[config.mk]
export PLATFORM = sky130hd
export DESIGN_NAME = param_stream_mux
export DESIGN_NICKNAME = d
export VERILOG_FILES = /design/src/rtl/param_stream_mux.sv
export SDC_FILE = /design/constraint.sdc
export NUM_CORES = 1
export LEC_CHECK = 0
export ABC_CLOCK_PERIOD_IN_PS = 4300
export CORE_MARGIN = 2
export CORE_UTILIZATION = 46
export DETAILED_ROUTE_END_ITERATION = 8
export HOLD_SLACK_MARGIN = 0.15
export PLACE_DENSITY = 0.86
export SLEW_MARGIN = 20
export SYNTH_ARGS = -nofsm -noshare
export SYNTH_HDL_FRONTEND = slang
export SYNTH_SLANG_ARGS = --single-unit
[constraint.sdc]
create_clock -name clk -period 4.3 [get_ports clk]
set_clock_uncertainty 0.15 [all_clocks]
set_input_delay 0.86 -clock clk [delete_from_list [all_inputs] [get_ports clk]]
set_output_delay 0.86 -clock clk [all_outputs]
set_load 0.01 [all_outputs]
[src/rtl/param_stream_mux.sv]
// param_stream_mux
//   Selects one of N valid/ready input channels and drives a single
//   registered output stream. Two run-time modes:
//     mode = 0 : direct select, sel picks the channel
//     mode = 1 : round-robin arbitration among valid channels
//   A single output register with pass-through ready gives one cycle of
//   latency and full throughput while the consumer keeps draining.
//
// Ports
//   clk        rising-edge clock
//   rst        synchronous, active-high reset
//   mode       0 = direct select, 1 = round-robin
//   sel        channel index used in mode 0 (indices >= N never grant)
//   in_data    channel i occupies bits [i*WIDTH +: WIDTH]
//   in_valid   per-channel valid
//   in_ready   per-channel ready, one-hot or zero
//   out_data   registered output data
//   out_ch     index of the channel that supplied out_data
//   out_valid  output register holds a beat
//   out_ready  consumer accepts the beat
//   beat_cnt   input beats accepted since reset, wraps at 2^CNT_W
module param_stream_mux #(
  parameter int WIDTH = 8,
  parameter int N     = 4,
  parameter int SEL_W = 2,
  parameter int CNT_W = 16
) (
  input  logic                 clk,
  input  logic                 rst,
  input  logic                 mode,
  input  logic [SEL_W-1:0]     sel,
  input  logic [N*WIDTH-1:0]   in_data,
  input  logic [N-1:0]         in_valid,
  output logic [N-1:0]         in_ready,
  output logic [WIDTH-1:0]     out_data,
  output logic [SEL_W-1:0]     out_ch,
  output logic                 out_valid,
  input  logic                 out_ready,
  output logic [CNT_W-1:0]     beat_cnt
);

  // Size of the index space reachable by sel; may exceed N when N is not
  // a power of two.
  localparam int SEL_SPAN = 1 << SEL_W;

  logic [WIDTH-1:0]    out_data_q, out_data_d;
  logic [SEL_W-1:0]    out_ch_q,   out_ch_d;
  logic                out_valid_q, out_valid_d;
  logic [CNT_W-1:0]    beat_cnt_q, beat_cnt_d;
  logic [SEL_W-1:0]    rr_ptr_q,   rr_ptr_d;

  logic [SEL_SPAN-1:0] valid_pad;
  logic                sel_ok;
  logic [SEL_W-1:0]    rr_ch;
  logic                rr_found;
  logic                load_en;
  logic                grant_ok;
  logic [SEL_W-1:0]    grant_ch;
  logic [WIDTH-1:0]    grant_data;

  // Zero-extend in_valid to the full sel range so an out-of-range sel
  // simply reads a 0 instead of indexing past the vector.
  always_comb begin
    // NOTE: every signal assigned in an always_comb gets a default first,
    // so no path leaves it unassigned and no latch is inferred.
    valid_pad          = '0;
    valid_pad[N-1:0]   = in_valid;
  end

  assign sel_ok = valid_pad[sel];

  // Round-robin search in two passes: first the channels at or above the
  // pointer, then wrap to the channels below it. The first hit wins.
  always_comb begin
    rr_ch    = '0;
    rr_found = 1'b0;
    for (int i = 0; i < N; i++) begin
      if (!rr_found && in_valid[i] && (int'(rr_ptr_q) <= i)) begin
        rr_ch    = SEL_W'(i);
        rr_found = 1'b1;
      end
    end
    for (int i = 0; i < N; i++) begin
      if (!rr_found && in_valid[i]) begin
        rr_ch    = SEL_W'(i);
        rr_found = 1'b1;
      end
    end
  end

  // The output register can take a new beat when it is empty or being
  // drained this cycle.
  assign load_en  = !out_valid_q || out_ready;
  assign grant_ok = mode ? (|in_valid) : sel_ok;
  assign grant_ch = mode ? rr_ch : sel;

  always_comb begin
    grant_data = '0;
    for (int i = 0; i < N; i++) begin
      if (grant_ch == SEL_W'(i)) begin
        grant_data = in_data[i*WIDTH +: WIDTH];
      end
    end
  end

  // Ready is withheld during reset so no producer believes a beat was
  // taken on a cycle where reset discards it.
  always_comb begin
    in_ready = '0;
    for (int i = 0; i < N; i++) begin
      in_ready[i] = !rst && load_en && grant_ok && (grant_ch == SEL_W'(i));
    end
  end

  always_comb begin
    out_data_d  = out_data_q;
    out_ch_d    = out_ch_q;
    out_valid_d = out_valid_q;
    beat_cnt_d  = beat_cnt_q;
    rr_ptr_d    = rr_ptr_q;
    if (load_en) begin
      // With no grant the register empties; data and channel keep their
      // last values so the output never carries an unknown.
      out_valid_d = grant_ok;
      if (grant_ok) begin
        out_data_d = grant_data;
        out_ch_d   = grant_ch;
        beat_cnt_d = beat_cnt_q + CNT_W'(1);
        // The pointer only moves on round-robin grants; direct-select
        // traffic leaves the rotation where it was.
        if (mode) begin
          rr_ptr_d = (grant_ch == SEL_W'(N - 1)) ? '0 : grant_ch + SEL_W'(1);
        end
      end
    end
  end

  always_ff @(posedge clk) begin
    // NOTE: sequential state uses non-blocking assignments so every flop
    // samples the pre-edge values regardless of statement order.
    if (rst) begin
      out_data_q  <= '0;
      out_ch_q    <= '0;
      out_valid_q <= 1'b0;
      beat_cnt_q  <= '0;
      rr_ptr_q    <= '0;
    end else begin
      out_data_q  <= out_data_d;
      out_ch_q    <= out_ch_d;
      out_valid_q <= out_valid_d;
      beat_cnt_q  <= beat_cnt_d;
      rr_ptr_q    <= rr_ptr_d;
    end
  end

  assign out_data  = out_data_q;
  assign out_ch    = out_ch_q;
  assign out_valid = out_valid_q;
  assign beat_cnt  = beat_cnt_q;

endmodule

After elaboration in Yosys (flattened, before gate mapping)
Index checks and enable logic that the tools add are counted.
Storage, ports and cells
  register bits: 29
  bits of input ports: 42
  output and inout port bits: 31
  logic and storage cells: 67
Cells by class
  add/sub/neg operators: 2
  magnitude comparators: 4
  eq/ne operators: 3
  mux-type cells: 23
  reductions and logical operators: 30
Operator list (count)
  8-bit two-way mux: 4
  16-bit by 1-bit adder with 16-bit output (second input constant): 1
  1-bit logical AND: 16
  2-bit two-way mux: 8
  1-bit two-way mux: 10
  1-bit zero test: 9
  2-bit == test (second input constant): 2
  2-bit by 1-bit <= comparator with 1-bit output (second input constant): 2
  4-bit OR reduction: 1
  2-bit by 3-bit less-than comparator with 1-bit output (second input constant): 1
  3-bit AND reduction: 1
  2-bit by 1-bit adder with 2-bit output (second input constant): 1
  1-bit binary-select mux with 2-bit select: 1
  2-bit by 1-bit == test with 1-bit output (second input constant): 1
  2-bit <= comparator (second input constant): 1
  2-bit zero test: 1
  2-bit AND reduction: 1
  1-bit logical OR: 1

Longest topological paths before layout
Gate-level depths: netlist (run 1).
  depth in word-level cells: 32
  depth in mapped cells: 13
  mapped depth without buffers: 11

Least setup slack after synthesis (run 1)
No wires, ideal clock.
  kind: in2out
  from: input port in_valid[2]
  to: output port in_ready[2]
  arrival: 2454 ps
  data required time: 3290 ps
  slack: 836 ps
  stages on the path: 7
  path buffers: 1
  path through: nor2b_1 -> o211ai_1 -> a21oi_1 -> a2bb2oi_1 -> ha_1 -> clkbuf_1 -> nor3b_1
Between the ends
  longest elaborated chain between the ends: 21
  elaborated cells between the ends (all ways): 31
  classes of those cells: eq/ne: 1; mux: 15; reduce/logical: 15
Ends and longest elaborated chain
  from (decl): line 33  | input logic [N-1:0] in_valid,
  1-bit logical AND (2 in series): line 78  | if (!rr_found && in_valid[i] && (int'(rr_ptr_q) <= i)) begin
  1-bit two-way mux: line 78
  1-bit zero test: line 78
  1-bit logical AND: line 78
  1-bit two-way mux: line 78
  1-bit zero test: line 84  | if (!rr_found && in_valid[i]) begin
  1-bit logical AND: line 84
  1-bit two-way mux: line 84
  [4 not listed]
  1-bit logical AND: line 84
  1-bit two-way mux: line 84
  1-bit zero test: line 84
  1-bit logical AND: line 84
  2-bit two-way mux: line 84
  2-bit two-way mux: line 95  | assign grant_ch = mode ? rr_ch : sel;
  2-bit == test: line 111  | in_ready[i] = !rst && load_en && grant_ok && (grant_ch == SEL_W'(i));
  1-bit logical AND *: line 111
  to (decl): line 34  | output logic [N-1:0] in_ready,
Every way passes the cells marked *; elsewhere a longest branch is shown, timed or not. The select of a mux whose other input is x is not followed.

Final worst setup path (run 1)
  from: input port in_valid[0]
  to: output port in_ready[0]
Between the ends
  longest elaborated chain between the ends: 28
  elaborated cells between the ends (all ways): 39
  classes of those cells: mux: 18; reduce/logical: 21
Ends and longest elaborated chain (line)
  1-bit logical AND: 78
  1-bit two-way mux: 78
  1-bit zero test: 78
  1-bit logical AND (2 in series): 78
  1-bit two-way mux: 78
  1-bit zero test: 78
  1-bit logical AND (2 in series): 78
  1-bit two-way mux: 78
  [10 not listed]
  1-bit logical AND: 84
  1-bit two-way mux: 84
  1-bit zero test: 84
  1-bit logical AND: 84
  2-bit two-way mux: 84
  2-bit two-way mux: 95
  2-bit zero test: 111
  1-bit logical AND *: 111
Marks and branches as above.

==> results of run 1 <==
==> path summary, 6_finish.rpt <==
kind,slack (ns),end,cells after the start
worst max-delay path,0.17,in_ready[0],8
worst max register to register,1.46,out_data[3],12
worst min-delay path,0.34,out_data[5],2
worst min register to register,0.34,out_data[5],2
==> timing repair <==
action	CTS	global route
hold endpoints to repair	0	0
setup buffers	0	0
gates resized for setup	1	1
endpoints found under the setup margin	1	4
==> cells by family (layout without fill, tap and decap cells) <==
family          count (synthesis)  in the layout
compound gates                 38             38
xor+xnor                       12             12
fa+ha+maj                       5              5
buf+inv                        21             95
flops                          29             29
mux                             5              5
simple gates                  102            102
==> report_power, final <==
group / switching, uW / internal (uW) / total, uW
sequential: 14.6 / 287 / 302
clock: 103 / 189 / 291
combinational: 98.7 / 119 / 218
total: 216 / 595 / 811
==> through the flow <==
| stage | setup slack [ns] | power (uW) | TNS [ns] | instance area (um2) | util [%] |
|---|---|---|---|---|---|
| final | 0.169 | 811 | 0 | 2630 | 72.4 |
| after CTS | 0.130 | 816 | 0 | 2630 | 72.3 |
| after floorplan | 0.836 | 422 | 0 | 1730 | - |
| after global routing | 0.0212 | 854 | 0 | 2630 | 72.4 |
| after detailed placement | -0.00750 | 525 | -0.00750 | 2500 | 68.9 |
| after global placement | 0.0592 | 521 | 0 | 2500 | 68.9 |
==> synthesized netlist by cell type <==
| library cell | count | share of area [%] |
|---|---|---|
| a211oi_1 | 9 | 3.9 |
| a21oi_1 | 9 | 2.6 |
| a221oi_1 | 8 | 4.0 |
| a22o_1 | 1 | 0.51 |
| a2bb2oi_1 | 1 | 0.51 |
| a31oi_1 | 2 | 0.72 |
| and3_1 | 3 | 1.1 |
| and3b_1 | 2 | 1.0 |
| and4_1 | 1 | 0.51 |
| buf_1 | 1 | 0.22 |
| buf_2 | 3 | 0.87 |
| buf_4 | 1 | 0.43 |
| buf_6 | 1 | 0.65 |
| clkbuf_1 | 8 | 1.7 |
| dfxtp_1 | 29 | 34 |
| ha_1 | 5 | 3.6 |
| inv_1 | 7 | 1.5 |
| mux2i_1 | 3 | 1.7 |
| mux2i_4 | 1 | 1.3 |
| mux4_2 | 1 | 1.3 |
| nand2_1 | 11 | 2.4 |
| nand2b_1 | 2 | 0.72 |
| nand3_1 | 7 | 2.0 |
| nand3b_1 | 1 | 0.43 |
| nand4_1 | 4 | 1.4 |
| nor2_1 | 27 | 5.9 |
| nor2b_1 | 10 | 3.6 |
| nor3_1 | 16 | 4.6 |
| nor3_2 | 3 | 1.7 |
| nor3b_1 | 5 | 2.2 |
| nor4_1 | 6 | 2.2 |
| nor4b_1 | 1 | 0.51 |
| o211ai_1 | 1 | 0.43 |
| o21ai_0 | 3 | 0.87 |
| o21ai_1 | 1 | 0.29 |
| o21ba_2 | 1 | 0.58 |
| o31ai_1 | 1 | 0.43 |
| o41ai_1 | 1 | 0.51 |
| or2_1 | 1 | 0.36 |
| or3_1 | 1 | 0.36 |
| or4_4 | 1 | 0.65 |
| xnor2_1 | 12 | 6.1 |
==> routing by layer <==
layer / global-route usage, % / part of all wire [%] / vias to the layer above
met5: 0 / 0 / -
met4: 13.0 / 3.3 / 0
met3: 4.11 / 3.4 / 17
met2: 39.7 / 49 / 50
met1: 28.6 / 45 / 810
li1: - / - / 916
==> tightest hold or removal path: stages (launching register included) <==
cell and delay, ns:
dfxtp_1 0.32, nor2_1 0.05, nor3_2 0.08
==> registers in the layout (all words and copies together) (netlist names) <==
| name | count |
|---|---|
| out_valid | 1 |
| out_data | 8 |
| beat_cnt | 16 |
| out_ch | 2 |
| rr_ptr_q | 2 |
==> cell type report <==
class / count / area (um2) / share of cell area, %
multi-input combinational: 162 / 1060 / 40.4
timing repair buffer: 80 / 783 / 29.8
sequential: 29 / 581 / 22.1
clock buffer: 7 / 86.3 / 3.28
tap: 48 / 60.1 / 2.28
clock inverter: 1 / 30.0 / 1.14
inverter: 7 / 26.3 / 0.999
==> flow_summary_export.csv, run 1 <==
group,metric,value,unit
place,dp_hpwl,3490,um
cells_and_area,nets,332,
floorplanning,start_util,47.7,%
routing,wl,4570,um
timing,worst_pin_slew,0.890,ns
clock_tree,cts_num_sinks,29,
logic_synthesis,synth_seq_area_share,33.5,%
routing,drt_iter0_drc,132,
timing,rsz0062_at_grt,"no",
place,port_buffers,72,
cells_and_area,mostFrequentLayoutCell,"clkdlybuf4s50_1",
routing,detail_route.vias_per_cell,5.37,
worst_setup_path,cp_common_cell,"clkdlybuf4s50_1",
timing,max_freq,0.242,GHz
logic_synthesis,synth_area,1730,um2
timing,finalCritPeriodShare,96.1,%
pwr,ir_drop,0.283,mV
grt,grt_max_degree,31,
worst_setup_path,worstSetupStartpoint,"in_valid[0]",
worst_setup_path,crit_fanout,8,
logic_synthesis,synth_top_family_by_area,"simple AND/OR/NAND/NOR gates",
grt,grt_antenna_before_repair,0,
min_path,min_path_type,"flop to flop",
worst_setup_path,r2r_start,"rr_ptr_q[1]",
logic_synthesis,yosys.area_share.xor_xnor,6.07,%
grt,grt_use_total,23.6,%
floorplanning,die_h,65.4,um
floorplanning,die_width,65.4,um
clock_tree,cts_root_buf,"clkbuf_8",
worst_setup_path,critPathKind,"input port to output pin",
worst_setup_path,cp_top_family,"buffers and inverters",
floorplanning,dieArea,4270,um2
cells_and_area,final_cell_mix,"clkdlybuf4s50_1, dfxtp_1, nor2_1, nor3_1, xnor2_1",
clock_tree,cts_buffer_depth,2,
timing,period_minus_slack,4.13,ns
logic_synthesis,avgSynthCellArea,8.17,um2
cells_and_area,antenna_cells,0,
cells_and_area,fillers,300,
logic_synthesis,synthMuxAreaShare,4.34,%
clock_tree,cts_tree,"built",
logic_synthesis,ys_types,42,
cells_and_area,drive_gt1_share,8.04,%
logic_synthesis,ys_ff_latch,29,
run,drv_cap,0,
timing,slew_violations,0,
routing,wl_per_cell,13.7,um
timing,setup_viol,0,
worst_setup_path,slowest_stage,"clkdlybuf4s50_1",
pwr,power.density,308,nW/um2
grt,gr-total-overflow,0,
routing,via_count,1793,
timing,worst_hold_slack,0.344,ns
worst_setup_path,cp.arrival,3.12,ns
clock_tree,numCtsBuffers,5,
logic_synthesis,yosys.area_share.simple,31.6,%
routing,drtAntennaViolNets,0,
timing,slew_headroom,40.5,%
floorplanning,ios,73,
clock_tree,htree_num_levels,2,
place,place.gp.congestion,0.831,
pwr,leakage,0.000946,uW
logic_synthesis,synth-compound-area-share,15.4,%
place,placedCellCount,326,
grt,grt_pass1_wl,7860,um
clock_tree,cts_hold_buffers,0,
worst_setup_path,cp_cell_sequence,"clkdlybuf4s50_1 -> and3b_1 -> a31oi_1 -> a21oi_1 -> a2bb2oi_2 -> ha_1 -> nor3b_1 -> clkdlybuf4s50_1",
worst_setup_path,critical-path-max-stage-delay,0.61,ns
routing,drc,0,
worst_setup_path,critPathBufInv,2,
worst_setup_path,cp-end-kind,"output pin",
cells_and_area,syn2layout_area_growth,51.9,%
cells_and_area,fin_cells,334,
clock_tree,clk_latency,0.28,ns
floorplanning,rows,22,
min_path,hold_start,"out_data[5]",
logic_synthesis,synth_fp_nets,259,
grt,grt_pass1_vias,1765,
logic_synthesis,yosys_warnings,0,
logic_synthesis,synthCells,212,
outcome,status,"finished, final reports clean",
worst_setup_path,startpoint_type,"input port",
floorplanning,core_area,3630,um2
worst_setup_path,required,3.29,ns
timing,final_hold_viol_count,0,
routing,firstDrtPassIters,4,
clock_tree,clk_pin_slew,0.06,ns
logic_synthesis,synth_fa_ha_area_share,3.61,%
(Power assumes the default switching activity.)
==> inputs of run 2 (changes only) <==
--- a/config.mk
+++ b/config.mk
@@ -8,9 +8,11 @@
 export ABC_CLOCK_PERIOD_IN_PS = 4300
 export CORE_MARGIN = 2
 export CORE_UTILIZATION = 46
+export CTS_CLUSTER_SIZE = 16
 export DETAILED_ROUTE_END_ITERATION = 8
 export HOLD_SLACK_MARGIN = 0.15
 export PLACE_DENSITY = 0.86
+export SKIP_LAST_GASP = 1
 export SLEW_MARGIN = 20
 export SYNTH_ARGS = -nofsm -noshare
 export SYNTH_HDL_FRONTEND = slang
==> results of run 2 <==
No change in the layout: final DEF, timing and power equal those of run 1.
